[src/rtl/fetch_pkg.sv]
// Shared types for the fetch realign buffer: alignment state, FIFO entry, halfword width.
package fetch_pkg;

    localparam int unsigned HALF_W = 16;
    localparam int unsigned WORD_W = 2 * HALF_W;

    typedef enum logic {
        ALIGNED   = 1'b0,
        UNALIGNED = 1'b1
    } align_state_e;

    typedef struct packed {
        logic [WORD_W-1:0] rdata;
        logic              err;
    } fetch_entry_t;

    // A halfword opens a 16-bit instruction unless its two low bits are both set.
    function automatic logic is_compressed(input logic [1:0] opcode_lo);
        return opcode_lo != 2'b11;
    endfunction

endpackage

[src/rtl/fetch_fifo_mem.sv]
// Fetch-word storage: DEPTH-entry register array, one write port, head and head+1 read ports.
module fetch_fifo_mem
    import fetch_pkg::*;
#(
    parameter  int unsigned DEPTH = 4,
    localparam int unsigned PTR_W = $clog2(DEPTH)
) (
    input  logic               clk_i,
    input  logic               rst_ni,
    input  logic               we_i,
    input  logic [PTR_W-1:0]   waddr_i,
    input  fetch_entry_t       wdata_i,
    input  logic [PTR_W-1:0]   raddr0_i,
    input  logic [PTR_W-1:0]   raddr1_i,
    output fetch_entry_t       rdata0_o,
    output fetch_entry_t       rdata1_o
);

    fetch_entry_t mem_q [DEPTH];

    always_ff @(posedge clk_i or negedge rst_ni) begin
        if (!rst_ni) begin
            for (int unsigned i = 0; i < DEPTH; i++) begin
                mem_q[i] <= '0;
            end
        end else if (we_i) begin
            mem_q[waddr_i] <= wdata_i;
        end
    end

    assign rdata0_o = mem_q[raddr0_i];
    assign rdata1_o = mem_q[raddr1_i];

endmodule

[src/rtl/fetch_realign_buffer.sv]
// Fetch FIFO that realigns a 32-bit word stream into 16/32-bit instructions.
// Compressed support is compiled in with the RV32C_EN macro.
module fetch_realign_buffer
    import fetch_pkg::*;
#(
    parameter int unsigned DEPTH     = 4,
    parameter logic [31:0] BOOT_ADDR = 32'h0000_0080
) (
    input  logic        clk_i,
    input  logic        rst_ni,
    input  logic        clear_i,
    input  logic [31:0] flush_addr_i,
    input  logic        in_valid_i,
    input  logic [31:0] in_rdata_i,
    input  logic        in_err_i,
    output logic        in_ready_o,
    output logic        out_valid_o,
    input  logic        out_ready_i,
    output logic [31:0] out_rdata_o,
    output logic [31:0] out_addr_o,
    output logic        out_is_compressed_o,
    output logic        out_err_o,
    output logic        out_err_plus2_o
);

    localparam int unsigned PTR_W = $clog2(DEPTH);
    localparam int unsigned CNT_W = $clog2(DEPTH + 1);

    align_state_e       state_q, state_d;
    logic [CNT_W-1:0]   count_q, count_d;
    logic [PTR_W-1:0]   rd_ptr_q, rd_ptr_d;
    logic [PTR_W-1:0]   wr_ptr_q, wr_ptr_d;
    logic [31:0]        addr_q, addr_d;
    logic [31:0]        addr_step;
    fetch_entry_t       head, next;
    logic               push, pop, fire;
    logic               comp_lo, comp_hi;
    logic               flush_err;
    logic               unused_bits;

    fetch_fifo_mem #(
        .DEPTH (DEPTH)
    ) u_mem (
        .clk_i    (clk_i),
        .rst_ni   (rst_ni),
        .we_i     (push),
        .waddr_i  (wr_ptr_q),
        .wdata_i  ('{rdata: in_rdata_i, err: in_err_i}),
        .raddr0_i (rd_ptr_q),
        .raddr1_i (rd_ptr_q + PTR_W'(1)),
        .rdata0_o (head),
        .rdata1_o (next)
    );

    // Flow control depends on registered occupancy only; a flush drops any concurrent word.
    assign in_ready_o = (count_q < CNT_W'(DEPTH));
    assign push       = in_valid_i & in_ready_o & ~clear_i;

`ifdef RV32C_EN
    assign comp_lo   = is_compressed(head.rdata[1:0]);
    assign comp_hi   = is_compressed(head.rdata[HALF_W+1:HALF_W]);
    assign flush_err = 1'b0;
`else
    logic misalign_err_q;

    // Without compressed support a flush to a halfword boundary cannot be honoured;
    // flag the first instruction fetched after it as errored.
    always_ff @(posedge clk_i or negedge rst_ni) begin
        if (!rst_ni) begin
            misalign_err_q <= 1'b0;
        end else if (clear_i) begin
            misalign_err_q <= flush_addr_i[1];
        end else if (fire) begin
            misalign_err_q <= 1'b0;
        end
    end

    assign comp_lo   = 1'b0;
    assign comp_hi   = 1'b0;
    assign flush_err = misalign_err_q;
`endif

    // Alignment FSM: next state, pop/advance decisions and the presented instruction.
    always_comb begin
        state_d             = state_q;
        pop                 = 1'b0;
        fire                = 1'b0;
        addr_step           = '0;
        out_valid_o         = 1'b0;
        out_rdata_o         = head.rdata;
        out_is_compressed_o = 1'b0;
        out_err_o           = 1'b0;
        out_err_plus2_o     = 1'b0;

        case (state_q)
            ALIGNED: begin
                out_valid_o         = (count_q != '0);
                out_is_compressed_o = comp_lo;
                out_err_o           = out_valid_o & (head.err | flush_err);
                fire                = out_valid_o & out_ready_i;
                if (fire) begin
                    if (comp_lo) begin
                        state_d   = UNALIGNED;
                        addr_step = 32'd2;
                    end else begin
                        pop       = 1'b1;
                        addr_step = 32'd4;
                    end
                end
            end
            UNALIGNED: begin
                out_rdata_o         = {next.rdata[HALF_W-1:0], head.rdata[WORD_W-1:HALF_W]};
                out_is_compressed_o = comp_hi;
                if (comp_hi) begin
                    out_valid_o = (count_q != '0);
                    out_err_o   = out_valid_o & head.err;
                end else begin
                    out_valid_o     = (count_q >= CNT_W'(2));
                    out_err_o       = out_valid_o & (head.err | next.err);
                    out_err_plus2_o = out_valid_o & ~head.err & next.err;
                end
                fire = out_valid_o & out_ready_i;
                if (fire) begin
                    pop = 1'b1;
                    if (comp_hi) begin
                        state_d   = ALIGNED;
                        addr_step = 32'd2;
                    end else begin
                        addr_step = 32'd4;
                    end
                end
            end
            default: ;
        endcase

        if (clear_i) begin
`ifdef RV32C_EN
            state_d = flush_addr_i[1] ? UNALIGNED : ALIGNED;
`else
            state_d = ALIGNED;
`endif
        end
    end

    // Pointer, occupancy and address next values; a flush overrides push and fire.
    always_comb begin
        count_d  = count_q + CNT_W'(push) - CNT_W'(pop);
        rd_ptr_d = rd_ptr_q + PTR_W'(pop);
        wr_ptr_d = wr_ptr_q + PTR_W'(push);
        addr_d   = addr_q + addr_step;
        if (clear_i) begin
            count_d  = '0;
            rd_ptr_d = '0;
            wr_ptr_d = '0;
            addr_d   = {flush_addr_i[31:1], 1'b0};
        end
    end

    always_ff @(posedge clk_i or negedge rst_ni) begin
        if (!rst_ni) begin
            state_q  <= ALIGNED;
            count_q  <= '0;
            rd_ptr_q <= '0;
            wr_ptr_q <= '0;
            addr_q   <= BOOT_ADDR;
        end else begin
            state_q  <= state_d;
            count_q  <= count_d;
            rd_ptr_q <= rd_ptr_d;
            wr_ptr_q <= wr_ptr_d;
            addr_q   <= addr_d;
        end
    end

    assign out_addr_o = addr_q;

    // The upper halfword of head+1 and the flush address LSB are never needed.
    assign unused_bits = ^{next.rdata[WORD_W-1:HALF_W], flush_addr_i[0]};

endmodule

[config.mk]
export PLATFORM = sky130hd
export DESIGN_NAME = fetch_realign_buffer
export DESIGN_NICKNAME = d
export VERILOG_FILES = /design/src/rtl/fetch_pkg.sv /design/src/rtl/fetch_fifo_mem.sv /design/src/rtl/fetch_realign_buffer.sv
export SDC_FILE = /design/constraint.sdc
export NUM_CORES = 1
export LEC_CHECK = 0
export CORE_MARGIN = 10
export CORE_UTILIZATION = 40
export DETAILED_ROUTE_END_ITERATION = 12
export DONT_BUFFER_PORTS = 1
export MAX_ROUTING_LAYER = met4
export PLACE_DENSITY = 0.52
export SLEW_MARGIN = 30
export SYNTH_ARGS = -nofsm -noshare
export SYNTH_HDL_FRONTEND = slang
export SYNTH_HIERARCHICAL = 1
export SYNTH_SLANG_ARGS = --single-unit
export TNS_END_PERCENT = 5
[constraint.sdc]
create_clock -name clk_i -period 4.12 [get_ports clk_i]
set_clock_uncertainty 0.1 [all_clocks]
set_input_delay 0.824 -clock clk_i [delete_from_list [all_inputs] [get_ports clk_i]]
set_output_delay 0.824 -clock clk_i [all_outputs]
set_load 0.01 [all_outputs]
==> metrics.txt, run 1 <==
CTS root buf=clkbuf_16; maxcap violations=0; Core ar.=0.0195 mm²; clock sink count=171; pwr/cell area=614 mW/mm²; Ant. Diodes=0; FF-to-FF setup slack=1.44 ns; crit path kind=reg -> out; layout cells sized above 1=0.381; initial antenna violation count=0; GPL Wtd Cong=0.783; final count of negative-setup-slack endpoints=0; sequential cell area=0.00428 mm²; min Tclk post-route=2.97 ns; DR pass1 iterations=4; nets=637; post-synthesis area per instance=14.1 µm²; Die ar.=0.0259 mm²; all-layer global routing usage=0.147; Max-Slew Margin vs Limit=0.465; overall die width=161 µm; DR DRC count=0; Max Freq=337 MHz; GRT Residual Overflow=0; hpwl dp=12000 µm; clk buf depth=2; Die H=161 µm; met1 usage=0.179; Synth Instances=562; row cnt=51; Buffers on Ports=0; period utilization=0.721; met2 usage=0.225; post-CTS setup buffer count=0; RSZ-0062 raised after global routing=false; reg2reg path depth=7; first-pass GRT wire length=29000 µm; Worst-Skew Late Latency=0.42 ns; filler cell count=1781; Hold Crit Class=in -> async; FF-to-FF End=out_addr_o[31]$_DFF_PN0_; CTS tree=yes; Final Slew Violations=0; antenna-violating nets left=0; CTS clock-pin slew for the worst setup and hold paths=0.07 ns; I/O pins=139; H-tree depth=4; measured slew at the worst slew-check pin=0.796 ns; worst-path maximum fanout=22; Setup TNS=0 ns; DR vias/cell=5.53; Mapped Area=0.00794 mm²; Detailed Route WL=18100 µm; Tot Pwr=0.00538 W; Worst Setup End Kind=primary output; largest net degree at the start of global routing=172; M3 GR Usage=0.0552; WP data arrival=2.05 ns; post-CTS sizing=0; P_leak=3.73 nW; Synth-to-Final Area Change=10.4%; vias in the first global route=5042; Detailed Route Iter0 Violations=236; CP startpoint kind=flop; Yosys Warn Count=6; run status=completed; worst vdd ir=0.277 mV; gr busiest metal=met2; Final Hold Violating Endpoints=0; total CTS buffers=17; pre-CTS WS=1.03 ns; Multi-input gate area=0.00343 mm²; fin worst setup slack=1.15 ns; WL/cell=21.5 µm; data required time of the worst path=3.20 ns; origin of the critical flop-to-flop path=count_q[1]$_DFF_PN0_; via count=4648; Starting Density=0.408
worst max path at each step:
stage	end	depth (start not counted)	startpoint
3_3_place_gp	out_addr_o[31]$_DFF_PN0_	7	out_ready_i
6_report	out_rdata_o[17]	2	rd_ptr_q[0]$_DFF_PN0_
4_1_cts	out_rdata_o[0]	2	rd_ptr_q[0]$_DFF_PN0_
5_1_grt	out_rdata_o[17]	2	rd_ptr_q[0]$_DFF_PN0_
3_5_place_dp	out_addr_o[31]$_DFF_PN0_	7	out_ready_i
2_1_floorplan	out_addr_o[31]$_DFF_PN0_	8	out_ready_i
worst max-delay path, stage by stage (launching register included):
cell,delay (ns)
dfrtp_2,0.70
buf_12,0.29
mux4_2,0.60
registers in the layout (all words and copies together) (netlist names):
name         cells
rd_ptr_q         2
out_addr_o      31
wr_ptr_q         2
count_q          3
u_mem/mem_q    132
flush_err        1
cell type report:
type | instances | area share
Clock buffer | 18 | 0.0501
Clock inverter | 14 | 0.0181
Inverter | 7 | 0.00300
Multi-Input combinational cell | 354 | 0.391
Sequential cell | 171 | 0.489
Tap cell | 265 | 0.0379
Timing Repair Buffer | 11 | 0.0109
through the flow:
step / instances / utilization / area, µm² / hold WS [ns]
finish: 840 / 0.450 / 8760 / 0.00245
global route: 840 / 0.450 / 8760 / -0.0260
CTS: 840 / 0.450 / 8760 / -0.0213
detailed placement: 808 / 0.419 / 8160 / 0.378
global placement: 808 / 0.419 / 8150 / 0.363
floorplan: 564 / - / 7950 / 0.353
layout by cell type, fill, tap and decap left out, types with 4 or more instances in the layout:
| master | n |
|---|---|
| dfrtp_1 | 168 |
| mux2_2 | 132 |
| mux4_2 | 33 |
| nand2_1 | 30 |
| nor2_1 | 18 |
| o21ai_0 | 17 |
| clkbuf_16 | 17 |
| nand3_1 | 14 |
| or4_1 | 13 |
| a31oi_1 | 13 |
| o31ai_1 | 11 |
| xnor2_1 | 10 |
| buf_4 | 10 |
| nand4_1 | 8 |
| inv_1 | 7 |
| xor2_1 | 7 |
| and3_1 | 6 |
| or3_1 | 6 |
| nor4_1 | 5 |
| ha_1 | 4 |
| inv_6 | 4 |
layer usage:
| metal | vias up | part of all wire |
|---|---|---|
| li1 | 2095 | - |
| met1 | 2422 | 0.42 |
| met2 | 115 | 0.49 |
| met3 | 16 | 0.072 |
| met4 | 0 | 0.011 |
| met5 | - | 0 |
power breakdown:
group | internal [W] | switching [W] | total, W | leakage, nW
combinational | 0.000740 | 0.000539 | 0.00128 | 1.28
clock | 0.000924 | 0.000698 | 0.00162 | 0.288
sequential | 0.00215 | 0.000328 | 0.00247 | 2.17
total | 0.00381 | 0.00156 | 0.00538 | 3.73
(Power assumes the default switching activity.)
==> inputs of run 2 (changes only) <==
Clock period 4.12 ns to 3 ns, I/O delays scaled along.
==> metrics.txt, run 2 (synthesis gave the netlist of run 1 again) <==
Final Slew Violations=0 (unchanged); Starting Density=0.408 (unchanged); crit path kind=reg -> out (unchanged); WL/cell=21.8 µm (was 21.5 µm); period utilization=0.884; Worst Hold Slack=-0.232 ns (was 0.00245 ns); max FFs per register=132 (unchanged); post-CTS setup buffer count=0 (unchanged); Post-DP Area=0.00820 mm² (was 0.00816 mm²); CP max stage delay=0.69 ns (was 0.70 ns); Detailed Route Iter0 Violations=215 (was 236); GRT Residual Overflow=0 (unchanged); combinational fraction of design power=0.240 (was 0.238); Max Freq=377 MHz; Switching Share=0.289 (was 0.291); vias in the first global route=5069 (was 5042); min Tclk post-route=2.65 ns; CTS tree=yes (unchanged); Buffers on Ports=0 (unchanged); Final Hold Violating Endpoints=170 (was 0); Worst-Skew Late Latency=0.43 ns (was 0.42 ns); final count of negative-setup-slack endpoints=0 (unchanged); worst-path maximum fanout=13 (was 22); most flop-heavy register=u_mem/mem_q (unchanged); nets=637 (unchanged); failing checks=hold timing; filler cell count=1785 (was 1781); post-CTS sizing=0 (unchanged); via count=4648 (unchanged); P_leak=3.77 nW (was 3.73 nW); Hold Crit Class=in -> async (unchanged); worst vdd ir=0.404 mV (was 0.277 mV); Worst Setup End Kind=primary output (unchanged); H-tree depth=4 (unchanged); most frequent cells in the layout=dfrtp_1 (168), mux2_2 (132), mux4_2 (33) (unchanged); total CTS buffers=17 (unchanged); row cnt=51 (unchanged); clk buf depth=2 (unchanged); CTS root buf=clkbuf_16 (unchanged); pwr/cell area=849 mW/mm² (was 614 mW/mm²); Ant. Diodes=0 (unchanged); all-layer global routing usage=0.147 (about the same); Die H=161 µm (unchanged); antenna-violating nets left=0 (unchanged); maxcap violations=0 (unchanged); Detailed Route WL=18300 µm (was 18100 µm); design area=0.00881 mm² (was 0.00876 mm²); sequential power share=0.454 (was 0.460); largest net degree at the start of global routing=172 (unchanged); clock sink count=171 (unchanged); measured slew at the worst slew-check pin=0.517 ns (was 0.796 ns); data required time of the worst path=2.30 ns (was 3.20 ns); layout cells sized above 1=0.380 (was 0.381); overall die width=161 µm (unchanged); Worst path slowest cell=dfrtp_2 (unchanged); CTS clock-pin slew for the worst setup and hold paths=0.07 ns (about the same); DR pass1 iterations=4 (unchanged); GPL Wtd Cong=0.784 (was 0.783); initial antenna violation count=0 (unchanged); hpwl dp=12100 µm (was 12000 µm); DR DRC count=0 (unchanged); Die ar.=0.0259 mm² (unchanged); RSZ-0062 raised after global routing=false (unchanged); Core ar.=0.0195 mm² (unchanged); WP data arrival=1.95 ns (was 2.05 ns); most common cell after layout, fill and taps aside=dfrtp_1 (unchanged); first-pass GRT wire length=29000 µm (about the same); run status=finished with violations (was completed); P_sw=0.00216 W (was 0.00156 W); Setup TNS=0 ns (unchanged); Synth-to-Final Area Change=11.0% (was 10.4%); Max-Slew Margin vs Limit=0.655 (was 0.465); I/O pins=139 (unchanged); Int Pwr=0.00532 W (was 0.00381 W); CP startpoint kind=flop (unchanged); crit path cell chain=mux4_2 -> o21a_1 (was buf_12 -> mux4_2); DR vias/cell=5.54 (was 5.53); Tot Pwr=0.00748 W (was 0.00538 W); clock share of power=0.306 (was 0.302)
## run 2: power by group through the flow
stage,registers (W),logic (W),clock network [W]
2_1_floorplan,0.00326,0.00157,0
3_3_place_gp,0.00339,0.00180,0
3_5_place_dp,0.00345,0.00185,0
4_1_cts,0.00340,0.00186,0.00235
5_1_grt,0.00348,0.00197,0.00246
6_report,0.00339,0.00180,0.00229
## run 2: critical path, delay by kind of cell (launching register included)
kind               cells  cell delay [ns]
muxes                  1             0.61
DFF                    1             0.69
AOI/OAI and AO/OA      1             0.23
## run 2: routing by layer
metal | up-vias | GRT usage | routed length, µm
met5 | - | - | 0
met4 | 0 | 0.0368 | 132
met3 | 10 | 0.0585 | 1270
met2 | 98 | 0.234 | 8960
met1 | 2434 | 0.170 | 7920
li1 | 2106 | - | -
## run 2: layout make-up
class / count / area [µm²] / area share
clock buffer: 17 / 425 / 0.0483
tap: 265 / 332 / 0.0376
inverter: 7 / 26.3 / 0.00298
sequential: 171 / 4280 / 0.486
multi-input combinational: 354 / 3420 / 0.388
timing repair buffer: 11 / 145 / 0.0165
clock inverter: 14 / 184 / 0.0209
## run 2: path summary, 6_finish.rpt
path | slack, ns | cells past startpoint | startpoint | end
max | 0.35 | 2 | rd_ptr_q[0]$_DFF_PN0_ | out_err_o
min | -0.23 | 0 | rst_ni | u_mem/mem_q[115]$_DFFE_PN0P_
max reg2reg | 0.44 | 7 | count_q[1]$_DFF_PN0_ | out_addr_o[31]$_DFF_PN0_
min reg2reg | 0.38 | 1 | u_mem/mem_q[126]$_DFFE_PN0P_ | u_mem/mem_q[126]$_DFFE_PN0P_
max in group asynchronous | 2.67 | 0 | rst_ni | out_addr_o[7]$_DFF_PN1_
min in group clk_i | 0.15 | 1 | clear_i | rd_ptr_q[0]$_DFF_PN0_
## run 2: stage by stage
stage	util	instances	setup slack (ns)
floorplan	-	564	0.487
global placement	0.422	808	0.352
detailed placement	0.422	808	0.292
CTS	0.453	839	0.272
global route	0.453	839	0.199
finish	0.453	839	0.348
